### src/rtl/tts_state_tracker.sv
// Registered TTS status generator: debounces error/sync/busy/overflow requests,
// latches errors until cleared and holds each state a minimum dwell before de-escalating.
module tts_state_tracker #(
    parameter int N_ERR      = 5,
    parameter int N_SYNC     = 4,
    parameter int N_OVF      = 1,
    parameter int DEBOUNCE   = 4,
    parameter int MIN_HOLD   = 1024,
    parameter int ERR_STICKY = 1
) (
    input  logic              clk,
    input  logic              reset_n,
    input  logic [N_ERR-1:0]  error_in,
    input  logic [N_SYNC-1:0] sync_lost_in,
    input  logic              busy_in,
    input  logic [N_OVF-1:0]  ovf_warn_in,
    input  logic              clear,
    output logic [3:0]        tts_state,
    output logic [N_ERR-1:0]  err_cause,
    output logic [15:0]       transition_count
);
    localparam int DW = $clog2(DEBOUNCE + 1);
    localparam int HW = $clog2(MIN_HOLD + 1);
    localparam logic [DW-1:0] DEB_MAX   = DW'(DEBOUNCE);
    localparam logic [HW-1:0] HOLD_LOAD = HW'(MIN_HOLD - 1);

    typedef enum logic [3:0] {
        TTS_DISC  = 4'b0000,
        TTS_READY = 4'b1000,
        TTS_OVF   = 4'b0001,
        TTS_BUSY  = 4'b0100,
        TTS_SYNC  = 4'b0010,
        TTS_ERROR = 4'b1100
    } tts_e;

    // Category index: 0 error, 1 sync-lost, 2 busy, 3 overflow warning.
    logic [3:0]          raw;
    logic [3:0]          active;
    logic [3:0][DW-1:0]  deb_cnt;
    logic                err_hold;
    logic                err_flag;
    logic [N_ERR-1:0]    err_seen;
    logic [HW-1:0]       dwell;
    tts_e                state;
    tts_e                target;
    logic                escalate;
    logic                deescalate;
    logic                change;

    assign raw = {|ovf_warn_in, busy_in, |sync_lost_in, |error_in};

    always_ff @(posedge clk or negedge reset_n) begin
        if (!reset_n) begin
            deb_cnt <= '0;
        end else begin
            for (int i = 0; i < 4; i++) begin
                if (!raw[i])
                    deb_cnt[i] <= '0;
                else if (deb_cnt[i] != DEB_MAX)
                    deb_cnt[i] <= deb_cnt[i] + 1'b1;
            end
        end
    end

    always_comb begin
        active = '0;
        for (int i = 0; i < 4; i++)
            active[i] = (deb_cnt[i] == DEB_MAX);
    end

    // A clear is only honoured once the raw error request has gone away.
    generate
        if (ERR_STICKY != 0) begin : g_sticky
            always_ff @(posedge clk or negedge reset_n) begin
                if (!reset_n)
                    err_hold <= 1'b0;
                else if (clear && !raw[0])
                    err_hold <= 1'b0;
                else if (active[0])
                    err_hold <= 1'b1;
            end
        end else begin : g_follow
            assign err_hold = 1'b0;
        end
    endgenerate

    assign err_flag = err_hold | active[0];
    assign err_seen = err_flag ? error_in : '0;

    function automatic logic [2:0] rank_of(input tts_e s);
        case (s)
            TTS_ERROR: rank_of = 3'd5;
            TTS_SYNC:  rank_of = 3'd4;
            TTS_BUSY:  rank_of = 3'd3;
            TTS_OVF:   rank_of = 3'd2;
            TTS_READY: rank_of = 3'd1;
            default:   rank_of = 3'd0;
        endcase
    endfunction

    always_comb begin
        target = TTS_READY;
        if (err_flag)
            target = TTS_ERROR;
        else if (active[1])
            target = TTS_SYNC;
        else if (active[2])
            target = TTS_BUSY;
        else if (active[3])
            target = TTS_OVF;
    end

    assign escalate   = rank_of(target) > rank_of(state);
    assign deescalate = (rank_of(target) < rank_of(state)) && (dwell == '0);
    assign change     = escalate | deescalate;

    // Escalation is immediate; stepping down waits for the dwell counter to drain.
    always_ff @(posedge clk or negedge reset_n) begin
        if (!reset_n) begin
            state <= TTS_DISC;
            dwell <= '0;
        end else if (change) begin
            state <= target;
            dwell <= HOLD_LOAD;
        end else if (dwell != '0) begin
            dwell <= dwell - 1'b1;
        end
    end

    always_ff @(posedge clk or negedge reset_n) begin
        if (!reset_n)
            transition_count <= '0;
        else if (clear)
            transition_count <= change ? 16'd1 : 16'd0;
        else if (change && transition_count != 16'hFFFF)
            transition_count <= transition_count + 16'd1;
    end

    always_ff @(posedge clk or negedge reset_n) begin
        if (!reset_n)
            err_cause <= '0;
        else if (clear)
            err_cause <= err_seen;
        else
            err_cause <= err_cause | err_seen;
    end

    assign tts_state = state;

endmodule

### config.mk
export PLATFORM = sky130hd
export DESIGN_NAME = tts_state_tracker
export DESIGN_NICKNAME = d
export VERILOG_FILES = /design/src/rtl/tts_state_tracker.sv
export SDC_FILE = /design/constraint.sdc
export NUM_CORES = 1
export LEC_CHECK = 0
export CORE_MARGIN = 5
export CORE_UTILIZATION = 40
export DETAILED_ROUTE_END_ITERATION = 6
export GPL_TIMING_DRIVEN = 0
export PLACE_DENSITY = 0.66
export SKIP_LAST_GASP = 1
export SLEW_MARGIN = 40
export SYNTH_ARGS = -nofsm -noshare
export SYNTH_HDL_FRONTEND = slang
export SYNTH_SLANG_ARGS = --single-unit
### constraint.sdc
create_clock -name clk -period 4.25 [get_ports clk]
set_clock_uncertainty 0.15 [all_clocks]
set_input_delay 0.6375 -clock clk [delete_from_list [all_inputs] [get_ports clk]]
set_output_delay 0.6375 -clock clk [all_outputs]
set_load 0.03 [all_outputs]
; ---- Word level (Yosys, flattened, before mapping)
; Index checks and enable logic that the tools add are counted.
[totals]
reg_bits = 49
wordCells = 77
in_bits = 14
[classes]
eq_ne = 23
reduce_logical = 11
mux = 23
bitwise = 3
magnitude_cmp = 2
n_addsub = 6
[ops]
columns = cell, count
row1 = $mux 16, 2
row2 = $pmux 3 s5, 2
row3 = $mux 3, 8
row4 = $mux 11, 2
row5 = $add 16x1->16 const B, 1
row6 = $eq 4x4->1 const B, 4
row7 = $mux 4, 4
row8 = $ne 16x16->1 const B, 1
row9 = $add 3x1->3 const B, 4
row10 = $eq 3x3->1 const B, 4
row11 = $ne 3x3->1 const B, 4
row12 = $logic_not 11->1, 1
row13 = $reduce_bool 11->1, 1
row14 = $sub 11x1->11 const B, 1
row15 = $mux 5, 2
row16 = $eq 4x1->1 const B, 2
row17 = $eq 4x2->1 const B, 2
row18 = $eq 4x3->1 const B, 2
row19 = $ne 2x1->1 const B, 4
row20 = $reduce_bool 2->1, 3
row21 = $or 5x5->5, 1
row22 = $reduce_or 5->1, 1
row23 = $reduce_or 4->1, 1
row24 = $gt 3x3->1, 1
row25 = other kinds (5), 10

; ---- Logic depth before layout (Yosys ltp)
[depth]
depth_word = 13
mapped_depth = 13

; ---- Worst setup path before layout
; No wires, ideal clock.
[synth_timing]
path_kind = reg2reg
startpoint = reg deb_cnt[0] (netlist bit)
endpoint = reg transition_count[15]
period_less_slack_ps = 2747
t_required_ps = 3975
path_stages_with_launch = 12
path_slack_ps = 1503
n_path_buf = 1
arrival_ps = 2472
cell_sequence = dfrtp_1 -> inv_1 -> ha_1 -> a21oi_1 -> nand2_1 -> ha_1 -> a21oi_1 -> o21ai_2 -> mux2i_4 -> buf_2 -> nor4_1 -> mux2_2
[synth_between]
elab_chain_cells = 10
word_cells_on_any_way = 15
[synth_rtl]
columns = element, line_no
row1 = start: declaration, 39  ; logic [3:0][DW-1:0] deb_cnt;
row2 = start signal: indexed assignment, 60  ; deb_cnt[i] <= deb_cnt[i] + 1'b1;
row3 = $eq 3x3->1 (*), 68  ; active[i] = (deb_cnt[i] == DEB_MAX);
row4 = $or 1x1->1 (*), 87  ; assign err_flag = err_hold | active[0];
row5 = $mux 4 (*), 103  ; if (err_flag)
row6 = $eq 4x4->1 (tied with other cells), 91  ; case (s)
row7 = $pmux 3 s5 (*), 91
row8 = $lt 3x3->1, 114  ; assign deescalate = (rank_of(target) < rank_of(state)) && (dwell == '0);
row9 = $logic_and 1x1->1, 114
row10 = $or 1x1->1 (*), 115  ; assign change = escalate | deescalate;
row11 = $logic_and 1x1->1 (*), 135  ; else if (change && transition_count != 16'hFFFF)
row12 = $reduce_bool 2->1 (no source line) (*), n/a
row13 = end signal: assignment, 134  ; transition_count <= change ? 16'd1 : 16'd0;
row14 = end signal: assignment, 136  ; transition_count <= transition_count + 16'd1;
row15 = end: declaration, 20  ; output logic [15:0] transition_count
; Mark *: on every way between the ends. The rest lies on a longest branch, timed or not.
; A chain may end at the register's enable or synchronous reset.

; ---- Worst setup path after layout
[layout_timing]
startpoint = reg deb_cnt[0] (netlist bit)
endpoint = reg dwell[2]
[layout_between]
elab_chain_cells = 9
word_cells_on_any_way = 15
[layout_rtl]
columns = element, line_no
row1 = $eq 3x3->1 (*), 68
row2 = $or 1x1->1 (*), 87
row3 = $mux 4 (*), 103
row4 = $eq 4x4->1 (tied with other cells), 91
row5 = $pmux 3 s5 (*), 91
row6 = $lt 3x3->1, 114
row7 = $logic_and 1x1->1, 114
row8 = $or 1x1->1 (*), 115
row9 = $mux 11 / $reduce_bool 2->1 (equally long branches), n/a
row10 = end signal: assignment, 126  ; dwell <= dwell - 1'b1;
row11 = end: declaration, 43  ; logic [HW-1:0] dwell;
; Marked as above.

==> results.py <==
metrics = {
    "run_status": {
        "outcome": "complete, no violations",
    },
    "route": {
        "routed_wl_um": 5650,
        "drtIter0Drc": 86,
        "drtAntennaViolNets": 0,
        "wl_per_cell_um": 14.0,
        "dr.pass1.iters": 4,
        "vias": 2194,
        "vias_per_cell": 5.42,
        "drcViolationCount": 0,
    },
    "yosys": {
        "synth_top_area_cell": "dfrtp_1",
        "async_flop_share": 1.00,
        "ys_types": 43,
        "ys_seq_area_frac": 0.458,
        "yosysWarnings": 0,
        "synth-edff-count": 0,
        "synth_ff_type": "dfrtp_1",
        "syn_nets": 307,
        "synth_top_area_frac": 0.458,
        "synthTopCellsByArea": "dfrtp_1 46%, ha_1 6.1%, nand2_1 5.0%, a21oi_1 3.2%, xnor2_1 2.9%",
        "syn_area_mm2": 0.00268,
        "netlist_instances": 280,
        "synthTopCellsByCount": "49 x dfrtp_1, 36 x nand2_1, 18 x nor2_1",
        "synth_most_common_cell": "dfrtp_1",
        "ys_ff_latch": 49,
        "avgSynthCellArea_um2": 9.56,
    },
    "timing": {
        "holdWs_ps": 364,
        "slew_headroom": 0.661,
        "slew_viol_final": 0,
        "worst_slack_ps": 1060,
        "fmax_mhz": 313,
        "rsz0062_at_grt": "no",
        "finalHoldViolations": 0,
        "finalCriticalPeriod_ps": 3190,
        "tightest_slew_ps": 504,
        "setup_viol": 0,
        "finalCritPeriodShare": 0.751,
        "setup_tns_ps": 0,
    },
    "placement": {
        "io_buffers": 38,
        "pre_cts_ws_ps": 1060,
        "hpwl_um": 4180,
        "gp_congestion": 0.818,
    },
    "final_layout": {
        "syn_to_final_growth_pct": 21.9,
        "fin_nets": 354,
        "final_util": 0.508,
        "diodes": 0,
        "fillers": 603,
        "drive_gt1_frac": 0.0732,
    },
    "pwr": {
        "vdd_drop_max_mv": 0.199,
        "cellLeakagePower_nw": 1.31,
        "power_mw": 1.65,
        "powerDensity_mw_per_mm2": 504,
    },
    "clocking": {
        "post_cts.repair.setup_buffers": 0,
        "cts.path.max_buffers": 2,
        "clock_latency_ps": 300,
        "cts.sinks": 49,
        "cts_hold_buf": 1,
        "cts-root-buf": "clkbuf_8",
        "cts_max_level": 2,
        "numCtsBuffers": 5,
        "cts_resized": 0,
        "clkTransAtPathRegs_ps": 90,
        "cts_tree": "yes",
    },
    "global_routing": {
        "grt_use_met1": 0.195,
        "busiest_layer": "met2",
        "met3_usage": 0.0352,
        "grt_pass1_vias": 2110,
        "grt_remaining_overflow": 0,
        "antenna_found_initial": 0,
        "grt_usage": 0.143,
        "met2_usage": 0.224,
        "grt_max_degree": 41,
        "grt_pass1_wl_um": 9920,
    },
    "min_path": {
        "hp-start": "err_cause[0]",
        "min_delay_path_depth": 1,
        "whs_endpoint": "err_cause[0]",
        "hp-class": "flip-flop to flip-flop",
    },
    "critical_path": {
        "endpoint_kind": "flip-flop",
        "worstPathArrival_ps": 3210,
        "startpoint_type": "flip-flop",
        "r2r-end": "dwell[2]",
        "crit_type": "flip-flop to flip-flop",
        "cpPeakStageDelay_ps": 410,
        "critical_path.slowest_cell": "dfrtp_1",
        "r2r_slack_ps": 1060,
        "reg2reg_depth": 13,
        "timing.critical_path.cells": "inv_1 -> ha_1 -> nand2_1 -> nand2b_1 -> clkbuf_1 -> a21oi_1 -> ha_1 -> o21ai_2 -> mux2i_4 -> buf_2 -> buf_2 -> buf_2 -> o211ai_1",
        "crit_fanout": 10,
        "path_common_cell": "buf_2",
        "required_ps": 4270,
        "regToRegStartpoint": "deb_cnt[0]",
    },
    "die": {
        "std_cell_rows": 29,
        "dieArea_mm2": 0.00843,
        "core_area_mm2": 0.00642,
        "die_y_um": 91.8,
        "chipWidth_um": 91.8,
        "start_util": 0.417,
        "num_io_pins": 39,
    },
    "flow_run": {
        "drv_cap": 0,
    },
}
-- how the worst max path moves through the flow --
stage	cells after the start	end	start
global placement	1	dwell[5]	reset_n
global route	13	dwell[2]	deb_cnt[0]
CTS	13	dwell[2]	deb_cnt[0]
finish	13	dwell[2]	deb_cnt[0]
detailed placement	13	dwell[2]	deb_cnt[0]
floorplan	11	transition_count[15]	deb_cnt[0]
-- cells by family (layout without fill, tap and decap cells) --
kind of cell             after synthesis  in the layout  synth area share
adder cells (fa/ha/maj)               13             13            0.0607
AO/OA/AOI/OAI                         54             54             0.134
buffers and inverters                 29             77            0.0491
XOR/XNOR                              12             12            0.0393
AND/OR/NAND/NOR                      118            118             0.234
flip-flops                            49             49             0.458
multiplexers                           5              5            0.0252
-- critical path: cells and delay by family, from the launching register on --
kind                       cells  cell delay, ps
buffers and inverters          5            1140
adders and majority gates      2             440
DFF                            1             410
AOI/OAI and AO/OA              3             400
muxes                          1             300
and+or+nand+nor                2             210
-- through the flow --
stage / std cells / cell area (um^2)
6_report: 405 / 3260
5_1_grt: 405 / 3260
4_1_cts: 405 / 3260
3_5_place_dp: 396 / 3170
3_3_place_gp: 395 / 3150
2_1_floorplan: 280 / 2680
-- final cells by class --
class | count | area [um^2] | area share
multi-input cells | 202 | 1320 | 0.404
clock inverters | 2 | 10.0 | 0.00307
inverters | 17 | 63.8 | 0.0195
plain buffers | 12 | 67.6 | 0.0207
well taps | 77 | 96.3 | 0.0295
repair buffers | 40 | 408 | 0.125
flip-flops and latches | 49 | 1230 | 0.376
clock buffers | 6 | 72.6 | 0.0222
-- where the power goes --
part | internal (mW) | total (mW) | switching [mW]
Combinational | 0.300 | 0.740 | 0.440
Clock | 0.115 | 0.271 | 0.156
Sequential | 0.553 | 0.635 | 0.0817
-- registers in the layout, summed over array words and instances, names as in the netlist --
signal,flops
deb_cnt,12
tts_state,4
err_hold,1
err_cause,5
transition_count,16
dwell,11
-- per-layer routing --
metal  up-vias  share of wire
li1       1104              -
met1      1028           0.48
met2        53           0.45
met3         9          0.058
met4         0          0.018
met5         -              0
-- placed cells by master (no fill, tap or decap), types with 3 or more instances in the layout --
master           instances
nor2_1                  18
clkbuf_8                 5
and4_1                   3
buf_2                    6
o211ai_1                 4
nand2_1                 36
nor4_1                   7
nand3_1                 14
inv_1                   17
nor3_1                   7
and2_1                   3
xnor2_1                  9
ha_1                    13
clkdlybuf4s50_1         37
clkbuf_1                 5
nand4_1                  3
a22o_1                   5
o21ai_0                  6
o31ai_1                  9
nor2b_1                  3
mux2_2                   4
nand2b_1                 3
dfrtp_1                 49
or4_1                   10
a21oi_1                 17
xor2_1                   3
a31oi_1                  4
Note: power is estimated with default switching activity, not from simulation.
